[config.mk]
export PLATFORM = sky130hd
export DESIGN_NAME = ercy_formatter
export DESIGN_NICKNAME = d
export VERILOG_FILES = /design/src/rtl/ercy_formatter_pkg.sv /design/src/rtl/ercy_formatter_hex2asc.sv /design/src/rtl/ercy_formatter.sv
export SDC_FILE = /design/constraint.sdc
export NUM_CORES = 1
export LEC_CHECK = 0
export CORE_MARGIN = 8
export CORE_UTILIZATION = 56
export DETAILED_ROUTE_END_ITERATION = 8
export PLACE_DENSITY = 0.86
export SETUP_SLACK_MARGIN = 0.3
export SYNTH_ARGS = -nofsm -noshare
export SYNTH_HDL_FRONTEND = slang
export SYNTH_HIERARCHICAL = 1
export SYNTH_SLANG_ARGS = --single-unit
[constraint.sdc]
create_clock -name clk -period 6.4 [get_ports clk]
set_input_delay 1.28 -clock clk [delete_from_list [all_inputs] [get_ports clk]]
set_output_delay 1.28 -clock clk [all_outputs]
set_load 0.01 [all_outputs]
[src/rtl/ercy_formatter_pkg.sv]
// Shared definitions for the error-record formatter: state encoding, record and
// sector geometry, ASCII constants and the post-record dispatch rule.
package ercy_formatter_pkg;

  typedef enum logic [2:0] {
    ST_IDLE,
    ST_FETCH,
    ST_LATCH,
    ST_SEND,
    ST_PAD,
    ST_DONE
  } state_e;

  localparam int RECLEN  = 16;
  localparam int SECTLEN = 512;

  localparam logic [3:0] LAST_IDX  = 4'(RECLEN - 1);
  localparam logic [8:0] LAST_SECT = 9'(SECTLEN - 1);

  localparam logic [7:0] ASC_SPACE = 8'h20;
  localparam logic [7:0] ASC_CR    = 8'h0D;
  localparam logic [7:0] ASC_LF    = 8'h0A;
  localparam logic [7:0] ASC_ZERO  = 8'h30;
  localparam logic [7:0] ASC_A_M10 = 8'h37;

  // A waiting record always wins; otherwise a finished compare pads out the
  // current sector, or closes the file at once if the sector is already full.
  function automatic state_e next_idle(input logic empty, input logic done,
                                       input logic [8:0] sect_cnt);
    state_e nxt;
    nxt = ST_IDLE;
    if (!empty) begin
      nxt = ST_FETCH;
    end else if (done) begin
      nxt = (sect_cnt != 9'd0) ? ST_PAD : ST_DONE;
    end
    return nxt;
  endfunction

endpackage

[src/rtl/ercy_formatter_hex2asc.sv]
// Converts one 4-bit nibble to its uppercase ASCII hex digit.
module ercy_formatter_hex2asc
  import ercy_formatter_pkg::*;
(
  input  logic [3:0] nib,
  output logic [7:0] asc
);

  assign asc = (nib < 4'd10) ? (ASC_ZERO + {4'h0, nib}) : (ASC_A_M10 + {4'h0, nib});

endmodule

[src/rtl/ercy_formatter.sv]
// Drains miscompare records from the error FIFOs and streams them as 16-byte
// ASCII lines into the SD write buffer, padding the final sector with spaces.
module ercy_formatter
  import ercy_formatter_pkg::*;
(
  input  logic        clk,
  input  logic        ureset,
  input  logic        outempty,
  input  logic        cmpdone,
  input  logic [31:0] vecin,
  input  logic        wsin,
  input  logic        gsin,
  input  logic [7:0]  sgnlnum,
  output logic        errrd,
  output logic [7:0]  bdata,
  output logic        bvalid,
  input  logic        bready,
  output logic        sectdone,
  output logic        ercydone,
  output logic [15:0] reccnt
);

  state_e      state_q, state_d;
  logic [3:0]  idx_q, idx_d;
  logic [8:0]  sect_q, sect_d;
  logic [15:0] reccnt_q, reccnt_d;
  logic [31:0] vec_q, vec_d;
  logic [7:0]  sig_q, sig_d;
  logic        ws_q, ws_d;
  logic        gs_q, gs_d;

  logic [3:0]  nib;
  logic [7:0]  hex_asc;
  logic [7:0]  rec_byte;

  ercy_formatter_hex2asc u_hex2asc (
    .nib (nib),
    .asc (hex_asc)
  );

  // Single shared converter: select the nibble the current byte index needs.
  always_comb begin
    nib = 4'h0;
    if (idx_q < 4'd8) begin
      nib = vec_q[{~idx_q[2:0], 2'b00} +: 4];
    end else if (idx_q == 4'd9) begin
      nib = sig_q[7:4];
    end else if (idx_q == 4'd10) begin
      nib = sig_q[3:0];
    end
  end

  always_comb begin
    rec_byte = ASC_SPACE;
    case (idx_q)
      4'd8, 4'd11: rec_byte = ASC_SPACE;
      4'd12:       rec_byte = ASC_ZERO | {7'h00, ws_q};
      4'd13:       rec_byte = ASC_ZERO | {7'h00, gs_q};
      4'd14:       rec_byte = ASC_CR;
      4'd15:       rec_byte = ASC_LF;
      default:     rec_byte = hex_asc;
    endcase
  end

  always_comb begin
    state_d  = state_q;
    idx_d    = idx_q;
    sect_d   = sect_q;
    reccnt_d = reccnt_q;
    vec_d    = vec_q;
    sig_d    = sig_q;
    ws_d     = ws_q;
    gs_d     = gs_q;
    errrd    = 1'b0;
    bvalid   = 1'b0;
    bdata    = 8'h00;
    sectdone = 1'b0;
    ercydone = 1'b0;
    case (state_q)
      ST_IDLE: begin
        state_d = next_idle(outempty, cmpdone, sect_q);
      end
      ST_FETCH: begin
        errrd   = 1'b1;
        state_d = ST_LATCH;
      end
      ST_LATCH: begin
        vec_d   = vecin;
        sig_d   = sgnlnum;
        ws_d    = wsin;
        gs_d    = gsin;
        idx_d   = 4'd0;
        state_d = ST_SEND;
      end
      ST_SEND: begin
        bvalid = 1'b1;
        bdata  = rec_byte;
        if (bready) begin
          idx_d    = idx_q + 4'd1;
          sect_d   = sect_q + 9'd1;
          sectdone = (sect_q == LAST_SECT);
          if (idx_q == LAST_IDX) begin
            reccnt_d = (reccnt_q == 16'hFFFF) ? reccnt_q : reccnt_q + 16'd1;
            state_d  = next_idle(outempty, cmpdone, sect_d);
          end
        end
      end
      ST_PAD: begin
        bvalid = 1'b1;
        bdata  = ASC_SPACE;
        if (bready) begin
          sect_d = sect_q + 9'd1;
          if (sect_q == LAST_SECT) begin
            sectdone = 1'b1;
            state_d  = ST_DONE;
          end
        end
      end
      ST_DONE: begin
        ercydone = 1'b1;
      end
      default: begin
        state_d = ST_IDLE;
      end
    endcase
  end

  always_ff @(posedge clk) begin
    if (ureset) begin
      state_q  <= ST_IDLE;
      idx_q    <= 4'd0;
      sect_q   <= 9'd0;
      reccnt_q <= 16'd0;
      vec_q    <= 32'd0;
      sig_q    <= 8'd0;
      ws_q     <= 1'b0;
      gs_q     <= 1'b0;
    end else begin
      state_q  <= state_d;
      idx_q    <= idx_d;
      sect_q   <= sect_d;
      reccnt_q <= reccnt_d;
      vec_q    <= vec_d;
      sig_q    <= sig_d;
      ws_q     <= ws_d;
      gs_q     <= gs_d;
    end
  end

  assign reccnt = reccnt_q;

endmodule

==> summary.md, run 1 <==
| Metric | Value |
|---|---|
| Status | completed |
| Vias per cell | 5.90 |
| CP Capture Type | output pin |
| Die X | 98.4 um |
| Switching part of the total | 0.272 |
| Worst Hold Class | reg -> reg |
| Fmax | 199 MHz |
| Ys Warns | 6 |
| Area leader, netlist | dfxtp_1 |
| Register area share after synthesis | 0.390 |
| Relative slew slack | 0.441 |
| Worst-path clk slew | 0.08 ns |
| CP Max Fanout | 14 |
| Gpl congestion | 0.864 |
| Setup TNS | 0 ns |
| Share of layout cells above drive strength 1 | 0.0694 |
| Htree depth | 3 |
| Post-synth EDFFs | 0 |
| CTS sink count | 74 |
| Routed length per instance | 15.3 um |
| Hold Violations, Final | 0 |
| Top-area cell type share of the netlist area | 0.390 |
| Leak | 1.59 nW |
| Core area | 6680 sq um |
| Yosys reg bits | 74 |
| Initial antenna violation count | 0 |
| First-pass GRT wire length | 16.1 mm |
| Power after layout | 1.02 mW |
| Crit path required time | 5.12 ns |
| Startpoint Class | register |
| Min-delay src | vec_q[22] |
| Internal | 741 uW |
| R2R depth | 5 |
| Category of the most critical setup path | reg -> out |
| Post-synth ARST share | 0 |
| Vias in the first global route | 3508 |
| DP Area | 4520 sq um |
| Final net count | 585 |
| Final min period | 5.03 ns |
| First-pass detailed-route iteration total | 5 |
| CTS tree | yes |
| Cells after Synth | 476 |
| GR Util All Layers | 0.199 |
| Clock root buffer | clkbuf_8 |
| Via count | 3617 |
| R2R Path Start | idx_q[0] |
| Post-cts sizing count | 0 |
| Die Height | 98.4 um |
| Total CTS buffers | 9 |
| Max_cap viols | 0 |
| Area delta synth->final | 23.7% |
| Syn Area/Cell | 7.98 sq um |
| Power per cell area | 216 nW/um^2 |
| Hold endpoint | vec_q[22] |
| Worst Max-Slew Pin Slew | 0.836 ns |
| Starting DRC count in detailed routing | 223 |
| Hold Path Stages | 2 |
| Final Cell Area | 4700 sq um |
| Crit path from | idx_q[0] |
| Top cells by count, synth | nand2_1, dfxtp_1, a21oi_1 |
| Final Skew | 0.0102 ns |
| Clk_lat worst skew | 0.35 ns |
| Final period util | 0.786 |
| Ant diodes | 0 |
| # setup viols final | 0 |
| Largest net degree at the start of global routing | 80 |
| Arrival time at the worst endpoint | 3.75 ns |
| Syn nets | 532 |
| Cell Area, Synth | 3800 sq um |
| DRC | 0 |
| Final slew viol count | 0 |
| R2R setup slack | 3.48 ns |
| Top-count cell post-synth | nand2_1 |
| Unrepaired setup endpoints after global routing | false |
| Detailed Place HPWL | 6.46 mm |
| Die footprint | 9680 sq um |
| Starting Density | 0.569 |
| Drt total wl | 9.39 mm |
| Clk buf depth | 2 |
| Max IR drop VDD | 0.000145 V |
| Main synth FF type | dfxtp_1 |
| CTS Hold Buffers Added | 0 |
| Final ANT Viol Nets | 0 |
| Synth top area cells | dfxtp_1, nand2_1, a21oi_1 |
| Switching power | 276 uW |
| Flop pwr share | 0.502 |
| Port bufs | 73 |
| IO Count | 75 |
| Worst R2R End | reccnt[12] |
| Remaining global-route overflow | 0 |
| Synth cell types | 56 |
| Comb pwr share | 0.157 |
| Site Rows | 30 |
| Postcts setup bufs | 0 |
| Clk pwr share | 0.341 |
per-layer routing:
| metal | share of wire | global-route usage |
|---|---|---|
| met3 | 0.061 | 0.0590 |
| met5 | 0 | 0 |
| met4 | 0.017 | 0.0732 |
| met2 | 0.49 | 0.333 |
| met1 | 0.43 | 0.235 |
logic make-up after synthesis:
kind of cell,after synthesis,share of synthesized area
buf+inv,51,0.0533
compound gates,116,0.182
mux,15,0.0675
other cells,1,0.000987
simple gates,201,0.256
flops,74,0.390
xor+xnor,9,0.0207
fa+ha+maj,9,0.0296
cell type report:
class / instances / area, sq um
tap: 80 / 100
sequential: 74 / 1480
clock buffer: 10 / 128
multi-input combinational: 351 / 2120
clock inverter: 5 / 56.3
inverter: 16 / 60.1
fill: 539 / 1980
timing repair buffer: 77 / 756
state kept, by name, indices dropped and copies added (netlist names):
register / cells
vec_q: 32
reccnt: 16
sect_q: 9
sig_q: 8
idx_q: 4
state_q: 3
gs_q: 1
ws_q: 1
worst max-delay path: stages (launching register included):
cell and delay (ns):
dfxtp_1 0.80, ha_1 0.51, nand2_1 0.10, o211ai_1 0.09
o21ai_0 0.10, o22ai_1 0.37, inv_1 0.09, ha_1 0.21
nand2_2 0.08, mux2_1 0.33, a32oi_1 0.16, nor2_1 0.06
clkdlybuf4s50_1 0.49
placed cells by master (no fill, tap or decap), drive strengths merged, types with 3 or more instances in the layout:
cell type      netlist  routed
o31ai                8       8
nand4                5       5
nor3                 8       8
and3                 9       9
clkinv               0       3
o211ai               8       8
o21a                 3       3
nand2              105     105
or4                 11      11
nand3                6       6
nor4                 5       5
clkdlybuf4s50        0      72
dfxtp               74      74
nor2                22      22
buf                  7       5
mux2                 5       5
xor2                 7       7
nor3b                5       5
mux4                 8       8
o21ai               15      15
o2111ai              3       3
inv                 16      16
clkbuf              28      10
o22ai                4       4
nor2b                7       7
a21oi               63      63
nand2b               4       4
ha                   9       9
power by group through the flow:
stage,clock (mW),sequential (mW),combinational (mW)
final,0.347,0.511,0.159
after global routing,0.371,0.516,0.177
after CTS,0.349,0.511,0.160
after detailed placement,0,0.521,0.158
after global placement,0,0.520,0.154
after floorplan,0,0.508,0.109
stage by stage:
stage                util  cells  hold slack [ns]  worst slack (ns)
floorplan               -    476            0.433              2.54
global placement    0.676    598            0.440              1.90
detailed placement  0.676    598            0.447              1.78
CTS                 0.704    613            0.458              1.37
global route        0.704    613            0.479              1.03
finish              0.704    613            0.456              1.37
how the worst max path moves through the flow:
stage	end	slack, ns	cells after the start
4_1_cts	bdata[2]	1.37	12
6_report	bdata[2]	1.37	12
3_5_place_dp	bdata[2]	1.78	12
2_1_floorplan	bdata[2]	2.54	13
5_1_grt	bdata[2]	1.03	12
3_3_place_gp	bdata[2]	1.90	12
Power figures use the tool's default switching activity.
==> inputs of run 2 (changes only) <==
--- a/config.mk
+++ b/config.mk
@@ -6,9 +6,9 @@
 export NUM_CORES = 1
 export LEC_CHECK = 0
 export CORE_MARGIN = 8
-export CORE_UTILIZATION = 56
+export CORE_UTILIZATION = 52
 export DETAILED_ROUTE_END_ITERATION = 8
-export PLACE_DENSITY = 0.86
+export PLACE_DENSITY = 0.8
 export SETUP_SLACK_MARGIN = 0.3
 export SYNTH_ARGS = -nofsm -noshare
 export SYNTH_HDL_FRONTEND = slang
==> constraint.sdc (replaced) <==
create_clock -name clk -period 4.68 [get_ports clk]
set_input_delay 0.936 -clock clk [delete_from_list [all_inputs] [get_ports clk]]
set_output_delay 0.936 -clock clk [all_outputs]
set_load 0.01 [all_outputs]
==> run 2 against run 1 <==
Effect of this change:
- count of clock-buffer cells in the layout unchanged
- first-iteration DRC count increased by 17%
- via count decreased by 1.4%
- register-to-register slack got worse by 1.3 ns
- sequential share of layout area decreased by 0.34 points
- sequential power increased by 36%
- clock power increased by 44%
- highest routed layer unchanged
==> summary.md, run 2 (synthesis results as in run 1) <==
| Metric | Value |
|---|---|
| Remaining global-route overflow | 0 |
| Final Cell Area | 4780 sq um |
| CP Capture Type | output pin |
| Initial antenna violation count | 0 |
| Gpl congestion | 0.873 |
| Ant diodes | 0 |
| Final net count | 587 |
| Final min period | 4.22 ns |
| Hold Path Stages | 2 |
| Category of the most critical setup path | reg -> out |
| Routed length per instance | 14.9 um |
| Hold Violations, Final | 0 |
| Power per cell area | 297 nW/um^2 |
| Vias in the first global route | 3338 |
| Clk buf depth | 2 |
| Area delta synth->final | 25.7% |
| Total CTS buffers | 9 |
| Status | completed |
| Leak | 1.60 nW |
| Max_cap viols | 0 |
| # setup viols final | 0 |
| Fmax | 237 MHz |
| Vias per cell | 5.62 |
| Via count | 3568 |
| Max IR drop VDD | 0.000159 V |
| Clk_lat worst skew | 0.35 ns |
| Final period util | 0.901 |
| Largest Register | vec_q |
| Arrival time at the worst endpoint | 3.28 ns |
| R2R setup slack | 2.17 ns |
| Final slew viol count | 0 |
| Commonest non-fill, non-tap cell in the layout | nand2_1 |
| R2R depth | 5 |
| Clock root buffer | clkbuf_8 |
| R2R Path Start | idx_q[1] |
| DRC | 0 |
| Unrepaired setup endpoints after global routing | false |
| IO Count | 75 |
| Max reg flops | 32 |
| Worst Max-Slew Pin Slew | 0.851 ns |
| FILL cells | 603 |
| CTS sink count | 74 |
| Final worst slack | 0.465 ns |
| Core area | 7180 sq um |
| Storage element area | 1490 sq um |
| Min-delay src | vec_q[19] |
| Share of layout cells above drive strength 1 | 0.0821 |
| First-pass GRT wire length | 15.5 mm |
| Crit path required time | 3.74 ns |
| Drt total wl | 9.47 mm |
| Port bufs | 73 |
| First-pass detailed-route iteration total | 5 |
| Worst Hold Class | reg -> reg |
| Worst-path clk slew | 0.08 ns |
| Multi-input logic area | 2140 sq um |
| Final ANT Viol Nets | 0 |
| Starting Density | 0.530 |
| Htree depth | 3 |
| Die footprint | 10300 sq um |
| Detailed Place HPWL | 6.71 mm |
| CTS Hold Buffers Added | 0 |
| GR Util All Layers | 0.188 |
| Starting DRC count in detailed routing | 261 |
| Fin util | 0.666 |
| Hold endpoint | vec_q[19] |
| Setup TNS | 0 ns |
| Site Rows | 31 |
| Most frequent cells in the layout | nand2_1, dfxtp_1, clkdlybuf4s50_1, a21oi_1, nor2_1 |
| Die Height | 101 um |
| CP Max Fanout | 8 |
| Largest net degree at the start of global routing | 49 |
| Die X | 101 um |
| Worst R2R End | reccnt[12] |
| DP Area | 4550 sq um |
| Final Skew | 0.00934 ns |
| Power after layout | 1.42 mW |
| CTS tree | yes |
| Post-place setup slack | 0.539 ns |
| Startpoint Class | register |
| Relative slew slack | 0.432 |
## run 2: final cells by class
cell class,count,share of cell area
multi-input combinational,351,0.448
sequential,74,0.312
timing repair buffer,79,0.161
clock buffer,10,0.0267
tap,99,0.0259
clock inverter,6,0.0139
inverter,16,0.0126
## run 2: worst max-delay path, stage by stage (launching register included)
cell	delay (ns)
dfxtp_4	0.39
buf_4	0.18
inv_1	0.14
ha_4	0.21
nand2_1	0.06
o211ai_1	0.14
o21ai_0	0.13
o22ai_1	0.22
inv_1	0.08
ha_1	0.23
nand2_2	0.08
mux2_1	0.35
a32oi_1	0.17
nor2_1	0.06
clkdlybuf4s50_1	0.49
## run 2: worst max-delay path by stage
stage | from | end | slack (ns) | cells after the start
floorplan | idx_q[1] | bdata[2] | 1.16 | 13
global placement | idx_q[0] | bdata[2] | 0.69 | 14
detailed placement | idx_q[0] | bdata[2] | 0.54 | 14
CTS | idx_q[0] | bdata[2] | 0.34 | 14
global route | idx_q[0] | bdata[2] | 0.30 | 14
finish | idx_q[0] | bdata[2] | 0.46 | 14
## run 2: where the power goes
| group | internal, mW | switching (mW) |
|---|---|---|
| Sequential | 0.665 | 0.0326 |
| Clock | 0.247 | 0.252 |
| Combinational | 0.106 | 0.116 |
## run 2: per-layer routing
| layer | global-route usage | vias up | wire length [um] |
|---|---|---|---|
| met4 | 0.0825 | 0 | 143 |
| met3 | 0.0412 | 13 | 541 |
| li1 | - | 1790 | - |
| met5 | 0 | - | 0 |
| met2 | 0.316 | 103 | 4650 |
| met1 | 0.225 | 1662 | 4140 |
## run 2: repair_timing
item	in CTS	in global routing
pin swaps	0	2
resized for setup	3	5
buffers inserted	0	1
endpoints found under the setup margin	2	7
## run 2: metrics by stage
step / hold slack (ns) / std cells
floorplan: 0.433 / 476
global placement: 0.444 / 618
detailed placement: 0.447 / 618
CTS: 0.458 / 634
global route: 0.477 / 635
finish: 0.457 / 635
